`config.mk`:
```
export PLATFORM = sky130hd
export DESIGN_NAME = mouse_cmd_sequencer
export DESIGN_NICKNAME = d
export VERILOG_FILES = /design/src/rtl/mouse_cmd_sequencer.sv
export SDC_FILE = /design/constraint.sdc
export NUM_CORES = 1
export LEC_CHECK = 0
export ABC_AREA = 0
export CORE_ASPECT_RATIO = 0.5
export CORE_MARGIN = 5
export CORE_UTILIZATION = 40
export CTS_CLUSTER_SIZE = 30
export DETAILED_ROUTE_END_ITERATION = 8
export DONT_BUFFER_PORTS = 1
export PLACE_DENSITY = 0.59
export SLEW_MARGIN = 30
export SYNTH_ARGS = -nofsm -noshare
export SYNTH_HDL_FRONTEND = slang
export SYNTH_SLANG_ARGS = --single-unit
```
`constraint.sdc`:
```
create_clock -name i_clk -period 3.3 [get_ports i_clk]
set_input_delay 0.33 -clock i_clk [delete_from_list [all_inputs] [get_ports i_clk]]
set_output_delay 0.33 -clock i_clk [all_outputs]
set_load 0.05 [all_outputs]
```
`src/rtl/mouse_cmd_sequencer.sv`:
```
// PS/2 mouse command sequencer: plays a fixed configuration script to the
// mouse (sample rate 200/100/80, read ID, enable streaming), retrying each
// byte on NAK, bad reply or timeout, and arbitrating single host commands
// in between scripts.
module mouse_cmd_sequencer #(
  parameter logic [23:0] TIMEOUT_CYCLES = 24'd5000000,
  parameter logic [1:0]  MAX_RETRY      = 2'd3
) (
  input  logic       i_clk,
  input  logic       i_reset_n,
  input  logic       i_start,
  input  logic       i_host_req,
  input  logic [7:0] i_host_byte,
  output logic       o_host_gnt,
  output logic       o_host_done,
  output logic       o_host_ok,
  output logic       o_send_byte,
  output logic [7:0] o_byte_to_send,
  input  logic       i_byte_sent,
  output logic       o_read_enable,
  input  logic [7:0] i_byte_read,
  input  logic [1:0] i_byte_error_code,
  input  logic       i_byte_ready,
  output logic [7:0] o_mouse_id,
  output logic       o_stream_ready,
  output logic       o_busy,
  output logic       o_error
);

  localparam logic [7:0] ACK_BYTE = 8'hFA;
  localparam logic [7:0] GET_ID   = 8'hF2;

  typedef enum logic [3:0] {
    S_IDLE,
    S_LOAD,
    S_SEND,
    S_WAIT_SENT,
    S_WAIT_ACK,
    S_WAIT_ID,
    S_NEXT,
    S_STREAM,
    S_FAULT
  } state_t;

  state_t      r_state, w_state_next;
  logic [2:0]  r_ptr, w_ptr_next;
  logic [1:0]  r_retry, w_retry_next;
  logic [23:0] r_cnt, w_cnt_next;
  logic [7:0]  r_byte, w_byte_next;
  logic [7:0]  r_mouse_id, w_mouse_id_next;
  logic        r_stream_ready, w_stream_ready_next;
  logic        r_error, w_error_next;
  logic        r_host_mode, w_host_mode_next;
  logic        r_rest_stream, w_rest_stream_next;
  logic        r_host_done, w_host_done_next;
  logic        r_host_ok, w_host_ok_next;

  logic [7:0]  w_rom_byte;
  logic        w_timeout;
  logic        w_fail;
  state_t      w_rest_state;

  // Configuration script ROM: set rate 200, set rate 100, set rate 80, get ID, enable.
  always_comb begin
    w_rom_byte = 8'hF3;
    case (r_ptr)
      3'd0: w_rom_byte = 8'hF3;
      3'd1: w_rom_byte = 8'hC8;
      3'd2: w_rom_byte = 8'hF3;
      3'd3: w_rom_byte = 8'h64;
      3'd4: w_rom_byte = 8'hF3;
      3'd5: w_rom_byte = 8'h50;
      3'd6: w_rom_byte = 8'hF2;
      3'd7: w_rom_byte = 8'hF4;
      default: w_rom_byte = 8'hF3;
    endcase
  end

  assign w_timeout    = (r_cnt == (TIMEOUT_CYCLES - 24'd1));
  assign w_rest_state = r_rest_stream ? S_STREAM : S_IDLE;

  // Next-state logic; any failure detected in a wait state is resolved after the case.
  always_comb begin
    w_state_next        = r_state;
    w_ptr_next          = r_ptr;
    w_retry_next        = r_retry;
    w_cnt_next          = r_cnt;
    w_byte_next         = r_byte;
    w_mouse_id_next     = r_mouse_id;
    w_stream_ready_next = r_stream_ready;
    w_error_next        = r_error;
    w_host_mode_next    = r_host_mode;
    w_rest_stream_next  = r_rest_stream;
    w_host_done_next    = 1'b0;
    w_host_ok_next      = 1'b0;
    w_fail              = 1'b0;

    case (r_state)
      S_IDLE, S_STREAM, S_FAULT: begin
        if (i_start) begin
          // Script start has priority over a simultaneous host request.
          w_state_next        = S_LOAD;
          w_ptr_next          = 3'd0;
          w_retry_next        = 2'd0;
          w_stream_ready_next = 1'b0;
          w_error_next        = 1'b0;
          w_host_mode_next    = 1'b0;
        end else if (i_host_req && (r_state != S_FAULT)) begin
          w_state_next       = S_LOAD;
          w_retry_next       = 2'd0;
          w_host_mode_next   = 1'b1;
          w_rest_stream_next = (r_state == S_STREAM);
        end
      end

      S_LOAD: begin
        w_byte_next  = r_host_mode ? i_host_byte : w_rom_byte;
        w_state_next = S_SEND;
      end

      S_SEND: begin
        w_state_next = S_WAIT_SENT;
        w_cnt_next   = 24'd0;
      end

      S_WAIT_SENT: begin
        if (i_byte_sent) begin
          w_state_next = S_WAIT_ACK;
          w_cnt_next   = 24'd0;
        end else if (w_timeout) begin
          w_fail = 1'b1;
        end else begin
          w_cnt_next = r_cnt + 24'd1;
        end
      end

      S_WAIT_ACK: begin
        if (i_byte_ready) begin
          if ((i_byte_error_code == 2'b00) && (i_byte_read == ACK_BYTE)) begin
            if (!r_host_mode && (r_byte == GET_ID)) begin
              w_state_next = S_WAIT_ID;
              w_cnt_next   = 24'd0;
            end else begin
              w_state_next = S_NEXT;
            end
          end else begin
            w_fail = 1'b1;
          end
        end else if (w_timeout) begin
          w_fail = 1'b1;
        end else begin
          w_cnt_next = r_cnt + 24'd1;
        end
      end

      S_WAIT_ID: begin
        if (i_byte_ready && (i_byte_error_code == 2'b00)) begin
          w_mouse_id_next = i_byte_read;
          w_state_next    = S_NEXT;
        end else if (i_byte_ready || w_timeout) begin
          w_fail = 1'b1;
        end else begin
          w_cnt_next = r_cnt + 24'd1;
        end
      end

      S_NEXT: begin
        if (r_host_mode) begin
          w_host_done_next = 1'b1;
          w_host_ok_next   = 1'b1;
          w_state_next     = w_rest_state;
        end else begin
          w_retry_next = 2'd0;
          if (r_ptr == 3'd7) begin
            w_state_next        = S_STREAM;
            w_stream_ready_next = 1'b1;
          end else begin
            w_ptr_next   = r_ptr + 3'd1;
            w_state_next = S_LOAD;
          end
        end
      end

      default: w_state_next = S_IDLE;
    endcase

    // A failed attempt resends the same byte until the retry budget is spent.
    if (w_fail) begin
      if (r_retry < MAX_RETRY) begin
        w_retry_next = r_retry + 2'd1;
        w_state_next = S_SEND;
      end else if (r_host_mode) begin
        w_host_done_next = 1'b1;
        w_host_ok_next   = 1'b0;
        w_state_next     = w_rest_state;
      end else begin
        w_state_next = S_FAULT;
        w_error_next = 1'b1;
      end
    end
  end

  // State and datapath registers; reset aborts any transaction silently.
  always_ff @(posedge i_clk or negedge i_reset_n) begin
    if (!i_reset_n) begin
      r_state        <= S_IDLE;
      r_ptr          <= 3'd0;
      r_retry        <= 2'd0;
      r_cnt          <= 24'd0;
      r_byte         <= 8'h00;
      r_mouse_id     <= 8'h00;
      r_stream_ready <= 1'b0;
      r_error        <= 1'b0;
      r_host_mode    <= 1'b0;
      r_rest_stream  <= 1'b0;
      r_host_done    <= 1'b0;
      r_host_ok      <= 1'b0;
    end else begin
      r_state        <= w_state_next;
      r_ptr          <= w_ptr_next;
      r_retry        <= w_retry_next;
      r_cnt          <= w_cnt_next;
      r_byte         <= w_byte_next;
      r_mouse_id     <= w_mouse_id_next;
      r_stream_ready <= w_stream_ready_next;
      r_error        <= w_error_next;
      r_host_mode    <= w_host_mode_next;
      r_rest_stream  <= w_rest_stream_next;
      r_host_done    <= w_host_done_next;
      r_host_ok      <= w_host_ok_next;
    end
  end

  assign o_host_gnt     = (r_state == S_LOAD) && r_host_mode;
  assign o_host_done    = r_host_done;
  assign o_host_ok      = r_host_ok;
  assign o_send_byte    = (r_state == S_SEND);
  assign o_byte_to_send = r_byte;
  assign o_read_enable  = (r_state == S_WAIT_ACK) || (r_state == S_WAIT_ID);
  assign o_mouse_id     = r_mouse_id;
  assign o_stream_ready = r_stream_ready;
  assign o_busy         = !((r_state == S_IDLE) || (r_state == S_STREAM) || (r_state == S_FAULT));
  assign o_error        = r_error;

endmodule

```
==> reports/qor.yml <==
outcome:
  status: "completed"
synthesis:
  async_flop_share_pct: 100
  avgSynthCellArea_um2: 9.10
  syn-cell-area_mm2: 0.00335
  ys_types: 68
  ys.flop_type: "dfrtp_1"
  synth.area.top_cells: "dfrtp_1, o21ai_0, a21oi_1, nor2_1, ha_1"
  yosysMostFrequentCell: "dfrtp_1"
  ys_warn_count: 0
  synth-seq-cells: 55
  yosys.area.top_type_share_pct: 41.1
  yosysTopAreaCell: "dfrtp_1"
  synth_edf_count: 0
  netlist_instances: 368
  synth_fp_nets: 402
  synthTopCellsByCount: "dfrtp_1, nor2_1, o21ai_0"
  yosysSeqAreaShare_pct: 41.1
sta:
  fin_skew_ns: 0.00759
  tns_ns: 0
  setup_violations: 0
  final_max_slew_viol_count: 0
  clock.fmax_ghz: 0.339
  holdWs_ns: 0.134
  hold_viol: 0
  rsz0062_at_grt: "no"
  relSlewSlack_pct: 42.0
  period_share_pct: 89.3
  min_period_ns: 2.95
  tightest_slew_ns: 0.863
clocking:
  clock_sinks: 55
  ctsHoldBuffers: 2
  cts_buffers: 5
  post_cts_buffers: 0
  clk_latency_ns: 0.30
  postCtsResizedCells: 0
  cts_root_buffer: "clkbuf_16"
  tritoncts: "yes"
  htree_num_levels: 2
  clock_path_buffers: 2
  path_clk_slew_ns: 0.07
route:
  vias_per_cell: 5.85
  post_drt_wl_per_cell_um: 16.7
  dr_total_vias: 2794
  drt_first_iter_violations: 202
  postRouteAntennaNets: 0
  drc_errors: 0
  drt_wl_total_um: 7980
  dr.pass1.iters: 5
layout:
  area_growth_pct: 8.19
  antenna_cells: 0
  stdcell_count: 478
  drive_gt1_share_pct: 11.5
  final_net_count: 399
  final_util_pct: 44.8
  n_fill_cell: 790
placement:
  io_buffers: 0
  dp_hpwl_um: 5750
  gp_congestion: 0.852
  dp_cells: 468
setup_path:
  critPathArrivalTime_ns: 2.62
  critical_path.max_fanout: 3
  critPathKind: "reg -> out"
  endpoint_kind: "primary output"
  cp-start-kind: "flop"
  worstPathRequired_ns: 2.97
global_route:
  grt_use_total_pct: 15.4
  antenna_found_initial: 0
  first_global_vias: 2683
  grt_pass1_wl_um: 13100
  overflow: 0
  grt_max_degree: 56
power:
  total_power_mw: 3.23
  peakVddDrop_v: 0.000427
  p_leak_nw: 1.51
  powerDensity_mw_per_mm2: 893
floorplan:
  die_area_mm2: 0.0104
  start_util_pct: 41.4
  coreArea_mm2: 0.00809
  die_h_um: 74.7
  rows: 23
  die_x_um: 139
  io_pins: 48
run:
  maxCapViolCount: 0
min_path:
  hold_path_class: "in -> reg"
-- path summary, 6_finish.rpt --
kind                                    from            end  slack, ns  depth (start not counted)
setup / recovery           o_byte_to_send[7]    o_send_byte       0.35                          6
hold / removal                       i_start    r_host_mode       0.13                          1
setup reg to reg           o_byte_to_send[7]      r_cnt[11]       0.70                          6
hold reg to reg                   r_retry[0]     r_retry[0]       0.51                          1
max in group asynchronous          i_reset_n  o_mouse_id[0]       2.52                          2
min in group asynchronous          i_reset_n       r_ptr[1]       0.55                          2
-- layout make-up --
type                       count  area [um^2]  area share [%]
clock inverter                 2         12.5           0.346
clock buffer                   6          129            3.56
sequential                    55         1380            38.0
inverter                      15         56.3            1.55
multi-input combinational    277         1800            49.8
timing repair buffer          11          105            2.90
tap                          112          140            3.87
-- placed cells by master, fill, tap and decap left out, types with 5 or more instances in the layout --
cell type  Yosys  final
o21ai_0       32     32
a21oi_1       27     27
buf_4          2      9
dfrtp_1       55     55
a31oi_1       14     14
o31ai_1        6      6
nand3_1       12     12
nor3_1        10     10
nand2_1       26     26
inv_1         15     15
nand4_1        8      8
ha_1          10     10
nor2_1        36     36
clkbuf_16      0      5
mux2_2         8      8
-- registers in the layout (all words and copies together), names as in the netlist --
| signal | count |
|---|---|
| o_mouse_id | 8 |
| r_rest_stream | 1 |
| r_ptr | 3 |
| o_host_ok | 1 |
| r_state | 4 |
| o_host_done | 1 |
| r_host_mode | 1 |
| o_byte_to_send | 8 |
| r_cnt | 24 |
| o_stream_ready | 1 |
| o_error | 1 |
| r_retry | 2 |
-- through the flow --
step,worst slack [ns],cell area (um^2)
CTS,0.396,3620
finish,0.354,3620
detailed placement,0.737,3440
global placement,0.769,3440
floorplan,0.435,3350
global route,0.309,3620
-- kinds of logic after synthesis --
family                   Yosys count  synth area share (%)
flip-flops                        55                  41.1
buffers and inverters             36                  5.05
AO/OA/AOI/OAI                    114                  22.4
adder cells (fa/ha/maj)           10                  3.74
AND/OR/NAND/NOR                  139                  23.2
multiplexers                      14                  4.56
-- power breakdown --
group | leakage (nW) | total, mW | switching (mW) | internal, mW
combinational | 0.715 | 1.37 | 0.876 | 0.493
sequential | 0.732 | 1.34 | 0.507 | 0.832
clock | 0.0669 | 0.526 | 0.245 | 0.281
total | 1.51 | 3.23 | 1.63 | 1.61
-- per-layer routing --
layer | vias to the layer above | GRT usage, % | share of wire [%]
met3 | 7 | 3.43 | 4.7
met2 | 55 | 26.0 | 48
li1 | 1350 | - | -
met1 | 1382 | 20.4 | 47
met4 | 0 | 4.77 | 0.93
met5 | - | 0 | 0
-- critical path, stage by stage, from the launching register on --
cell	delay (ns)
dfrtp_1	0.67
and4_1	0.28
nand4_1	0.18
o2111a_1	0.34
a311o_2	0.38
nor2_1	0.23
buf_4	0.25
(Power assumes the default switching activity.)
